## config.mk

```make
export PLATFORM = sky130hd
export DESIGN_NAME = score_argmax_reader
export DESIGN_NICKNAME = d
export VERILOG_FILES = /design/src/rtl/score_argmax_reader_pkg.sv /design/src/rtl/score_argmax_reader.sv
export SDC_FILE = /design/constraint.sdc
export NUM_CORES = 1
export LEC_CHECK = 0
export CAP_MARGIN = 20
export CORE_UTILIZATION = 56
export DETAILED_ROUTE_END_ITERATION = 10
export PLACE_DENSITY = 0.82
export RECOVER_POWER = 50
export SETUP_SLACK_MARGIN = 0.4
export SLEW_MARGIN = 20
export SYNTH_ARGS = -nofsm -noshare
export SYNTH_HDL_FRONTEND = slang
export SYNTH_SLANG_ARGS = --single-unit
```

## constraint.sdc

```tcl
create_clock -name clk -period 9.6 [get_ports clk]
set_input_delay 1.92 -clock clk [delete_from_list [all_inputs] [get_ports clk]]
set_output_delay 1.92 -clock clk [all_outputs]
set_load 0.01 [all_outputs]
```

## src/rtl/score_argmax_reader_pkg.sv

```systemverilog
// Shared sizing and state encoding for the score argmax reader.
package score_argmax_reader_pkg;

  localparam int DEFAULT_N          = 10;
  localparam int DEFAULT_VALUE_SIZE = 26;

  function automatic int calc_idx_w(input int n);
    return (n <= 1) ? 1 : $clog2(n);
  endfunction

  localparam int DEFAULT_IDX_W = calc_idx_w(DEFAULT_N);

  typedef enum logic [1:0] {
    IDLE = 2'd0,
    SCAN = 2'd1,
    HOLD = 2'd2
  } state_e;

endpackage

```

## src/rtl/score_argmax_reader.sv

```systemverilog
// Accepts a packed score vector, scans it one element per cycle and
// returns the lowest-index maximum, its value and a tie flag.
module score_argmax_reader
  import score_argmax_reader_pkg::*;
#(
  parameter int N          = DEFAULT_N,
  parameter int VALUE_SIZE = DEFAULT_VALUE_SIZE,
  parameter int IDX_W      = calc_idx_w(N)
) (
  input  logic                    clk,
  input  logic                    GlobalReset,
  input  logic                    in_valid,
  output logic                    in_ready,
  input  logic [N*VALUE_SIZE-1:0] values,
  output logic                    out_valid,
  input  logic                    out_ready,
  output logic [IDX_W-1:0]        class_idx,
  output logic [VALUE_SIZE-1:0]   class_value,
  output logic                    out_tie,
  output logic                    busy
);

  // One extra bit so a power-of-two N cannot wrap before the last compare.
  localparam int               CNT_W    = IDX_W + 1;
  localparam logic [CNT_W-1:0] LAST_CNT = CNT_W'(N - 1);

  state_e                         state_q, state_d;
  logic [N*VALUE_SIZE-1:0]        buf_q, buf_d;
  logic signed [VALUE_SIZE-1:0]   best_val_q, best_val_d;
  logic [IDX_W-1:0]               best_idx_q, best_idx_d;
  logic                           tie_q, tie_d;
  logic [CNT_W-1:0]               cnt_q, cnt_d;
  logic signed [VALUE_SIZE-1:0]   cur_score;
  logic                           accept;
  logic                           scan_done;

  assign accept    = in_valid && (state_q == IDLE);
  assign scan_done = (cnt_q == LAST_CNT);

  always_comb begin
    cur_score = '0;
    for (int i = 0; i < N; i++) begin
      if (cnt_q == CNT_W'(i)) cur_score = buf_q[i*VALUE_SIZE +: VALUE_SIZE];
    end
  end

  always_ff @(posedge clk or negedge GlobalReset) begin
    if (!GlobalReset) begin
      state_q    <= IDLE;
      buf_q      <= '0;
      best_val_q <= '0;
      best_idx_q <= '0;
      tie_q      <= 1'b0;
      cnt_q      <= '0;
    end else begin
      state_q    <= state_d;
      buf_q      <= buf_d;
      best_val_q <= best_val_d;
      best_idx_q <= best_idx_d;
      tie_q      <= tie_d;
      cnt_q      <= cnt_d;
    end
  end

  always_comb begin
    state_d = state_q;
    case (state_q)
      IDLE:    if (accept) state_d = (N == 1) ? HOLD : SCAN;
      SCAN:    if (scan_done) state_d = HOLD;
      HOLD:    if (out_ready) state_d = IDLE;
      default: state_d = IDLE;
    endcase
  end

  always_comb begin
    in_ready  = (state_q == IDLE);
    out_valid = (state_q == HOLD);
    busy      = (state_q != IDLE);
  end

  // Equal scores keep the earlier index and only raise the tie flag.
  always_comb begin
    buf_d      = buf_q;
    best_val_d = best_val_q;
    best_idx_d = best_idx_q;
    tie_d      = tie_q;
    cnt_d      = cnt_q;
    case (state_q)
      IDLE: begin
        if (accept) begin
          buf_d      = values;
          best_val_d = values[VALUE_SIZE-1:0];
          best_idx_d = '0;
          tie_d      = 1'b0;
          cnt_d      = CNT_W'(1);
        end
      end
      SCAN: begin
        if (cur_score > best_val_q) begin
          best_val_d = cur_score;
          best_idx_d = cnt_q[IDX_W-1:0];
          tie_d      = 1'b0;
        end else if (cur_score == best_val_q) begin
          tie_d = 1'b1;
        end
        cnt_d = cnt_q + CNT_W'(1);
      end
      default: ;
    endcase
  end

  assign class_idx   = best_idx_q;
  assign class_value = best_val_q;
  assign out_tie     = tie_q;

endmodule

```

; ---- Word-level counts from Yosys, hierarchy flattened
; Index checks and enable logic that the tools add are counted.
[op_classes]
eq_ne = 17
reduce_logical = 10
add_sub_neg = 1
magnitude_cmp = 1
mux = 26
[ops]
columns = op, n
row1 = 26-bit 2-to-1 mux, 12
row2 = 26-bit one-hot mux with 2 select lines, 1
row3 = 26-bit equality test, 1
row4 = 26-bit greater-than comparator, 1
row5 = 5-bit by 3-bit equality test with 1-bit output (second input constant), 4
row6 = 5-bit by 2-bit equality test with 1-bit output (second input constant), 2
row7 = 5-bit by 4-bit equality test with 1-bit output (second input constant), 2
row8 = 5-bit one-hot mux with 2 select lines, 1
row9 = 3-bit AND reduction, 3
row10 = 4-bit 2-to-1 mux, 2
row11 = 4-bit one-hot mux with 2 select lines, 1
row12 = 2-bit 2-to-1 mux, 3
row13 = 2-bit one-hot mux with 3 select lines, 1
row14 = 5-bit by 1-bit adder with 5-bit output (second input constant), 1
row15 = 5-bit by 1-bit equality test with 1-bit output (second input constant), 1
row16 = 5-bit zero test, 1
row17 = 5-bit 2-to-1 mux, 1
row18 = 2-bit by 1-bit inequality test with 1-bit output (second input constant), 2
row19 = 2-bit inequality test (second input constant), 2
row20 = 2-bit AND reduction, 2
row21 = 2-bit nonzero test, 2
row22 = 1-bit 2-to-1 mux, 3
row23 = 3-bit inequality test (second input constant), 1
row24 = 2-bit by 1-bit equality test with 1-bit output (second input constant), 1
row25 = other kinds (4), 4
[totals]
out_inout_bits = 34
register_bits = 298

; ---- Depth between registers and ports, before layout
; Gate-level depths: netlist of run 1.
[logic_depth]
word_depth = 15
ltp_mapped = 19
mapped_depth_nobuf = 16

; ---- Least setup slack after synthesis of run 1
; Ideal clock, no wire load.
[synth_timing]
kind = register to register
startpoint = register cnt_q[0]
endpoint = register best_val_q[17], in the netlist class_value[17]
slack_ps = 5613
stages_incl_launch_ff = 18
n_path_buf = 4
setup_time_ps = 125
synth_period_minus_slack_ps = 3987
t_arrival_ps = 3862
path_cell_list = dfrtp_1 -> ha_1 -> buf_2 -> or4b_1 -> buf_2 -> buf_2 -> o22ai_1 -> a21oi_1 -> o221a_2 -> ha_1 -> nand4_1 -> or4_1 -> nor4_2 -> nor2_1 -> o211ai_2 -> nand2_4 -> buf_6 -> mux2_4
[synth_via]
elab_chain_cells = 14
elab_cells_between_ends = 25
cone_classes = order compare (1) / eq/ne (10) / mux (12) / reduce/logical (2)
[synth_rtl]
columns = item, line
row1 = "start, declared", score_argmax_reader.sv:32  ; logic [CNT_W-1:0] cnt_q, cnt_d;
row2 = "start signal, assigned", score_argmax_reader.sv:61  ; cnt_q <= cnt_d;
row3 = 5-bit zero test, score_argmax_reader.sv:43  ; if (cnt_q == CNT_W'(i)) cur_score = buf_q[i*VALUE_SIZE +: VALUE_SIZE];
row4 = 26-bit 2-to-1 mux (9 in a row), score_argmax_reader.sv:43
row5 = 26-bit 2-to-1 mux *, score_argmax_reader.sv:43
row6 = 26-bit greater-than comparator, score_argmax_reader.sv:99  ; if (cur_score > best_val_q) begin
row7 = 2-bit inequality test (no line), --
row8 = 3-bit AND reduction (no line), --
row9 = "end signal, assigned", score_argmax_reader.sv:58  ; best_val_q <= best_val_d;
row10 = "end, declared", score_argmax_reader.sv:29  ; logic signed [VALUE_SIZE-1:0] best_val_q, best_val_d;
; Mark *: on every way between the ends. The rest lies on a longest branch, timed or not. The select of a mux whose other input is x is not followed.
; A chain may end at the register's enable or synchronous reset.

==> metrics.md, run 1 <==
| Metric | Value |
|---|---|
| Postcts setup bufs | 0 |
| Top cell type's share of synthesized area | 51.3% |
| Placer Congestion | 1.02 |
| Fin util | 73.6% |
| Cell taking the most area after synthesis | dfrtp_1 |
| CP Class | in2async |
| CP max-delay cell | clkbuf_2 |
| Fillers | 1,866 |
| IO Count | 298 |
| Slew Limit Headroom | -175% |
| Total routed wirelength | 52,000 um |
| Sink Count | 298 |
| Pre-Repair DR Iteration Count | 6 |
| Startpoint Class | input pin |
| Syn_nets | 2,018 |
| Final hold vios | 0 |
| Nets | 2,248 |
| Via-to-Cell Ratio | 5.96 |
| Drc violations | 0 |
| Main combinational cell family by area after synthesis | simple AND/OR/NAND/NOR gates |
| Htree depth | 1 |
| Cells after synthesis | 1,724 |
| DIE WIDTH | 163 um |
| Input/output buffers | 297 |
| Grt ovf | 0 |
| Maximum VDD drop | 0.291 mV |
| Met1 Usage GRT | 56.0% |
| Row cnt | 58 |
| Largest stage delay, worst path | 2.91 ns |
| Most instantiated cells after synthesis | nand2_1 (864), dfrtp_1 (298), clkbuf_1 (81) |
| Num CTS Buffers | 30 |
| Grt peak-use layer | met2 |
| CP cell instances | buf_8 > clkbuf_2 |
| Skew final | 0.0172 ns |
| Final Setup Violations | 0 |
| Max-Cap Viols | 2 |
| HP Class | reg2reg |
| RSZ-0062 raised after global routing | no |
| Largest delay share family, worst path | buffers and inverters |
| Maximum root-to-sink buffer count | 3 |
| Die Footprint | 0.0266 mm2 |
| Antenna cell count | 0 |
| F_max | 166 MHz |
| FFs w/ async S/R, synth | 100% |
| Critical Path Sink Type | asynchronous set/reset pin |
| Worst Max-Slew Pin Slew | 4.13 ns |
| Dpl hpwl | 38,600 um |
| Hold_buf cts | 0 |
| Failing checks | capacitance limit, slew limit |
| Yosys warning count | 0 |
| First-pass GRT wire length | 77,900 um |
| Sequential-to-total area share from yosys stat | 51.3% |
| WL per Instance | 22.5 um |
| Proportion of synthesized area in mux cells | 2.75% |
| Worst skew pair latency | 0.58 ns |
| Antenna viol nets, final | 0 |
| Post-Synth XOR/XNOR Area | 0% |
| TritonCTS clock tree | built |
| Post-Synth Adder-Cell Area | 2.58% |
| Starting Density | 57.4% |
| Vias in the first global route | 13,384 |
| # resized after CTS | 0 |
| Post-route clock period utilization | 62.9% |
| Antenna violations before repair | 2 |
| Core footprint | 0.0253 mm2 |
| Reg area | 0.00746 mm2 |
| Syn Area/Cell | 8.43 um2 |
| Unique masters post-synth | 69 |
| Post-synth top flop | dfrtp_1 |
| Synth-to-Final Area Change | 28.3% |
| Finished Layout Cells | 2,308 |
| Compound-Gate Fraction of Synth Area | 11.9% |
| Crit path DAT | 5.76 ns |
| Number of synthesized flops with an enable pin | 0 |
| Root Driver | clkbuf_16 |
| CP bufs+invs | 2 |
| Mapped Area | 0.0145 mm2 |
| Placed Cells | 2,252 |
| Leak pwr | 0.00919 uW |
| Multi-input logic area | 0.00646 mm2 |
| FF+latch count, synth | 298 |
| Synth area leaders | dfrtp_1 (51%), nand2_1 (22%), ha_1 (2.6%) |
| GR Util All Layers | 39.7% |
| Most frequent cell after synthesis | nand2_1 |
| Cell Pwr Density | 382 mW/mm2 |
| Routed via count | 13,766 |
| Met3 Use GR | 7.87% |
| Min cycle time layout | 6.04 ns |
| Starting DRC count in detailed routing | 1,832 |
| Layout cells sized above 1 | 5.26% |
| GR Layer Usage met2 | 61.0% |
| Worst-path fanout max | 170 |
| Status | finished with violations |
| Clk slew on worst S/H paths | 0.07 ns |
| Setup_tns | 0 ns |
| Req. time, crit path | 9.32 ns |
| Slew Viols, Final | 246 |
| Largest net degree at the start of global routing | 171 |
| Simple-gate share of the synthesized area | 26.9% |
| DIE HEIGHT | 163 um |
[routing by layer]
metal	part of all wire, %	routed length, um
met2	45	23200
met4	4.2	2210
met1	41	21200
met5	0.025	13
met3	10	5370
[path summary, 6_finish.rpt]
| kind | from | to | slack, ns | cells past startpoint |
|---|---|---|---|---|
| max | GlobalReset | buf_q[83] | 3.56 | 2 |
| min | buf_q[175] | buf_q[175] | 0.48 | 2 |
| max reg2reg | cnt_q[1] | class_value[21] | 3.72 | 16 |
| min reg2reg | buf_q[175] | buf_q[175] | 0.48 | 2 |
| max in group clk | cnt_q[1] | class_value[21] | 3.72 | 16 |
| min in group asynchronous | GlobalReset | buf_q[138] | 1.44 | 1 |
[placed cells by master (no fill, tap or decap), drive strengths merged, types with 11 or more instances in the layout]
| cell | n |
|---|---|
| nand2 | 865 |
| dfrtp | 298 |
| clkdlybuf4s50 | 294 |
| o21ai | 55 |
| clkbuf | 44 |
| inv | 42 |
| nor2 | 38 |
| ha | 30 |
| a21oi | 26 |
| mux2i | 23 |
| a221oi | 22 |
| buf | 17 |
| o221ai | 15 |
| a222oi | 14 |
| nand3 | 13 |
| mux2 | 13 |
| o22ai | 11 |
[report_power, final]
part | total, uW | switching [uW] | internal (uW) | leakage, uW
logic | 3480 | 2060 | 1420 | 0.00496
registers | 2400 | 536 | 1860 | 0.00371
clock network | 1240 | 518 | 724 | 0.000516
[through the flow]
step	total power (uW)	cell area, um2	setup WS (ns)	hold slack (ns)
5_1_grt	7520	18600	2.63	0.494
3_3_place_gp	5680	17600	4.12	0.455
4_1_cts	7020	18700	3.92	0.478
2_1_floorplan	4530	14500	5.61	0.437
3_5_place_dp	5770	17600	3.97	0.463
6_report	7120	18600	3.56	0.479
[final cells by class]
| type | instances | share of cell area [%] |
|---|---|---|
| timing repair buffer | 314 | 16.7 |
| clock buffer | 43 | 4.77 |
| multi-input combinational | 1268 | 34.7 |
| tap | 330 | 2.22 |
| sequential | 298 | 40.0 |
| inverter | 42 | 0.846 |
| clock inverter | 13 | 0.839 |
[kinds of logic (layout without fill, tap and decap cells)]
logic type,count (synthesis),after routing
DFF,298,298
adders and majority gates,30,30
AOI/OAI and AO/OA,234,234
buffers and inverters,158,412
muxes,36,36
and+or+nand+nor,968,968
[flip-flops by register name, indices dropped and copies added, names as in the netlist]
| signal | flops |
|---|---|
| cnt_q | 5 |
| class_value | 26 |
| state_q | 2 |
| buf_q | 260 |
| out_tie | 1 |
| class_idx | 4 |
Power figures use the tool's default switching activity.
==> run 2, diff against run 1 <==
--- a/config.mk
+++ b/config.mk
@@ -6,9 +6,9 @@
 export NUM_CORES = 1
 export LEC_CHECK = 0
 export CAP_MARGIN = 20
-export CORE_UTILIZATION = 56
+export CORE_UTILIZATION = 47
 export DETAILED_ROUTE_END_ITERATION = 10
-export PLACE_DENSITY = 0.82
+export PLACE_DENSITY = 0.73
 export RECOVER_POWER = 50
 export SETUP_SLACK_MARGIN = 0.4
 export SLEW_MARGIN = 20
==> constraint.sdc (replaced) <==
create_clock -name clk -period 5.4 [get_ports clk]
set_input_delay 1.08 -clock clk [delete_from_list [all_inputs] [get_ports clk]]
set_output_delay 1.08 -clock clk [all_outputs]
set_load 0.01 [all_outputs]
==> run 2 against run 1 <==
  * The flow still finishes with violations (capacitance limit, slew limit)
  * Utilization is 12 points lower
  * Cell area is 1.3% higher
  * Critical endpoint is now class_value[17]
  * Cell count is 3.5% higher
  * Clock power is 75% higher
  * Critical path type is now reg2reg
  * Combinational power is 82% higher
==> metrics.md, run 2 (same netlist as run 1, synthesis figures left out) <==
| Metric | Value |
|---|---|
| DIE HEIGHT | 178 um (+9.0%) |
| Largest net degree at the start of global routing | 149 (-13%) |
| Skew final | 0.0199 ns (+0.00275 ns) |
| F_max | 205 MHz |
| Commonest non-fill, non-tap cell in the layout | nand2_1 |
| Slew Limit Headroom | -80.8% (+94 points) |
| Worst-path fanout max | 30 (-82%) |
| Slew Viols, Final | 281 (+14%) |
| Antenna violations before repair | 0 (-2) |
| Synth-to-Final Area Change | 30.0% |
| Total routed wirelength | 53,000 um (+1.9%) |
| Maximum VDD drop | 0.309 mV (+6.1%) |
| RSZ-0062 raised after global routing | no |
| Area after DPL | 0.0178 mm2 (+1.2%) |
| Setup_tns | 0 ns (unchanged) |
| Max reg flops | 260 (unchanged) |
| Leak pwr | 0.00925 uW (+0.70%) |
| Most frequent cells in the layout | nand2_1 (863), dfrtp_1 (295), clkdlybuf4s50_1 (295), inv_1 (41), nor2_1 (37) |
| Post-route clock period utilization | 90.5% |
| Starting Density | 47.6% (-9.7 points) |
| Htree depth | 2 (+1) |
| Reg with most FFs | buf_q |
| Critical Path Sink Type | register |
| Input/output buffers | 297 (unchanged) |
| Via-to-Cell Ratio | 5.70 (-4.4%) |
| Cell area after layout | 0.0189 mm2 (+1.3%) |
| Vias in the first global route | 13,170 (-1.6%) |
| GR Util All Layers | 34.3% (-5.4 points) |
| Cell Pwr Density | 678 mW/mm2 (+77%) |
| Hold WS | 0.475 ns (-0.00355 ns) |
| Placer Congestion | 0.936 (-8.5%) |
| Dpl hpwl | 40,500 um (+4.8%) |
| Startpoint Class | register |
| Routed via count | 13,617 (-1.1%) |
| Layout cells sized above 1 | 6.12% (+0.86 points) |
| Die Footprint | 0.0316 mm2 (+19%) |
| Sink Count | 298 (unchanged) |
| Pre-Repair DR Iteration Count | 6 (unchanged) |
| Antenna viol nets, final | 0 (unchanged) |
| TritonCTS clock tree | built |
| First-pass GRT wire length | 79,800 um (+2.4%) |
| Nets | 2,267 (+0.85%) |
| Failing checks | capacitance limit, slew limit |
| Hold_buf cts | 0 (unchanged) |
| IO Count | 298 (unchanged) |
| CP Class | reg2reg |
| Maximum root-to-sink buffer count | 3 (unchanged) |
| DIE WIDTH | 178 um (+9.0%) |
| Req. time, crit path | 5.79 ns (-3.53 ns) |
| Worst Max-Slew Pin Slew | 2.71 ns (-1.42 ns) |
| Worst skew pair latency | 0.52 ns (-0.06 ns) |
| Num CTS Buffers | 34 (+13%) |
| Status | finished with violations |
| Crit path DAT | 5.28 ns (-0.48 ns) |
| Row cnt | 64 (+10%) |
| Starting DRC count in detailed routing | 1,649 (-10%) |
| Finished Layout Cells | 2,389 (+3.5%) |
| Clk slew on worst S/H paths | 0.06 ns (about the same) |
| Root Driver | clkbuf_16 |
| Core footprint | 0.0305 mm2 (+20%) |
| Grt ovf | 0 (unchanged) |
| Drc violations | 0 (unchanged) |
| Min cycle time layout | 4.89 ns |
| HP Class | reg2reg |
| Placed Cells | 2,330 (+3.5%) |
| Max-Cap Viols | 4 (+2) |
| WL per Instance | 22.2 um (-1.5%) |
| Final Setup Violations | 0 (unchanged) |
| Final hold vios | 0 (unchanged) |
| Antenna cell count | 0 (unchanged) |
## run 2: cell count changes in the layout (fill, tap and decap cells not counted), sizes merged
| cell | change |
|---|---|
| buf | +13 |
| clkinvlp | -1 |
| bufinv | -2 |
| dlygate4sd3 | -1 |
| clkbuf | +8 |
| clkdlybuf4s50 | +1 |
| clkinv | -4 |
| inv | +1 |
## run 2: where the power goes
part           leakage [uW]  total (uW)  switching (uW)  internal [uW]
clock network      0.000494        2170             904           1260
logic               0.00505        6330            3730           2610
registers           0.00370        4310             994           3310
## run 2: final timing paths
path	slack [ns]	depth (start not counted)	from	end
min reg2reg	0.47	2	buf_q[203]	buf_q[203]
min	0.47	2	buf_q[203]	buf_q[203]
max in group asynchronous	0.96	2	GlobalReset	buf_q[61]
max reg2reg	0.51	12	cnt_q[4]	class_value[17]
min in group asynchronous	1.37	1	GlobalReset	buf_q[133]
max	0.51	12	cnt_q[4]	class_value[17]
## run 2: metal layers
layer	wire length, um	track usage [%]	vias up
met5	0	0	-
met4	1510	9.62	0
met3	4490	5.03	95
met2	23800	52.7	682
met1	23200	50.5	6625
li1	-	-	6215
## run 2: critical path, stage by stage (launching register included)
cell	delay, ns
dfrtp_2	0.67
nand4bb_1	0.21
clkbuf_1	1.13
nand4_1	0.25
o221a_2	0.27
ha_1	0.31
nand4_1	0.18
or4_1	0.58
nor4_2	0.32
nor2_1	0.09
o211ai_2	0.15
nand2_8	0.22
mux2_4	0.36
## run 2: cell type report
cell class                      count  area, um2
Fill cell                        2665      11600
Sequential cell                   298       7460
Multi-Input combinational cell   1268       6500
Timing Repair Buffer              329       3250
Clock buffer                       49        948
Tap cell                          396        495
Inverter                           42        158
Clock inverter                      7       66.3
## run 2: through the flow
stage / setup WS, ns / util, % / power, uW
after floorplan: 1.41 / - / 8060
after global placement: 0.495 / 58.4 / 10400
after detailed placement: 0.404 / 58.4 / 10500
after CTS: 0.401 / 61.8 / 12700
after global routing: 0.217 / 61.9 / 13700
final: 0.515 / 61.9 / 12800
## run 2: what timing repair did
action                                  CTS  global route
endpoints found under the setup margin    3            31
gates resized for setup                   1            14
setup buffers                             0             3
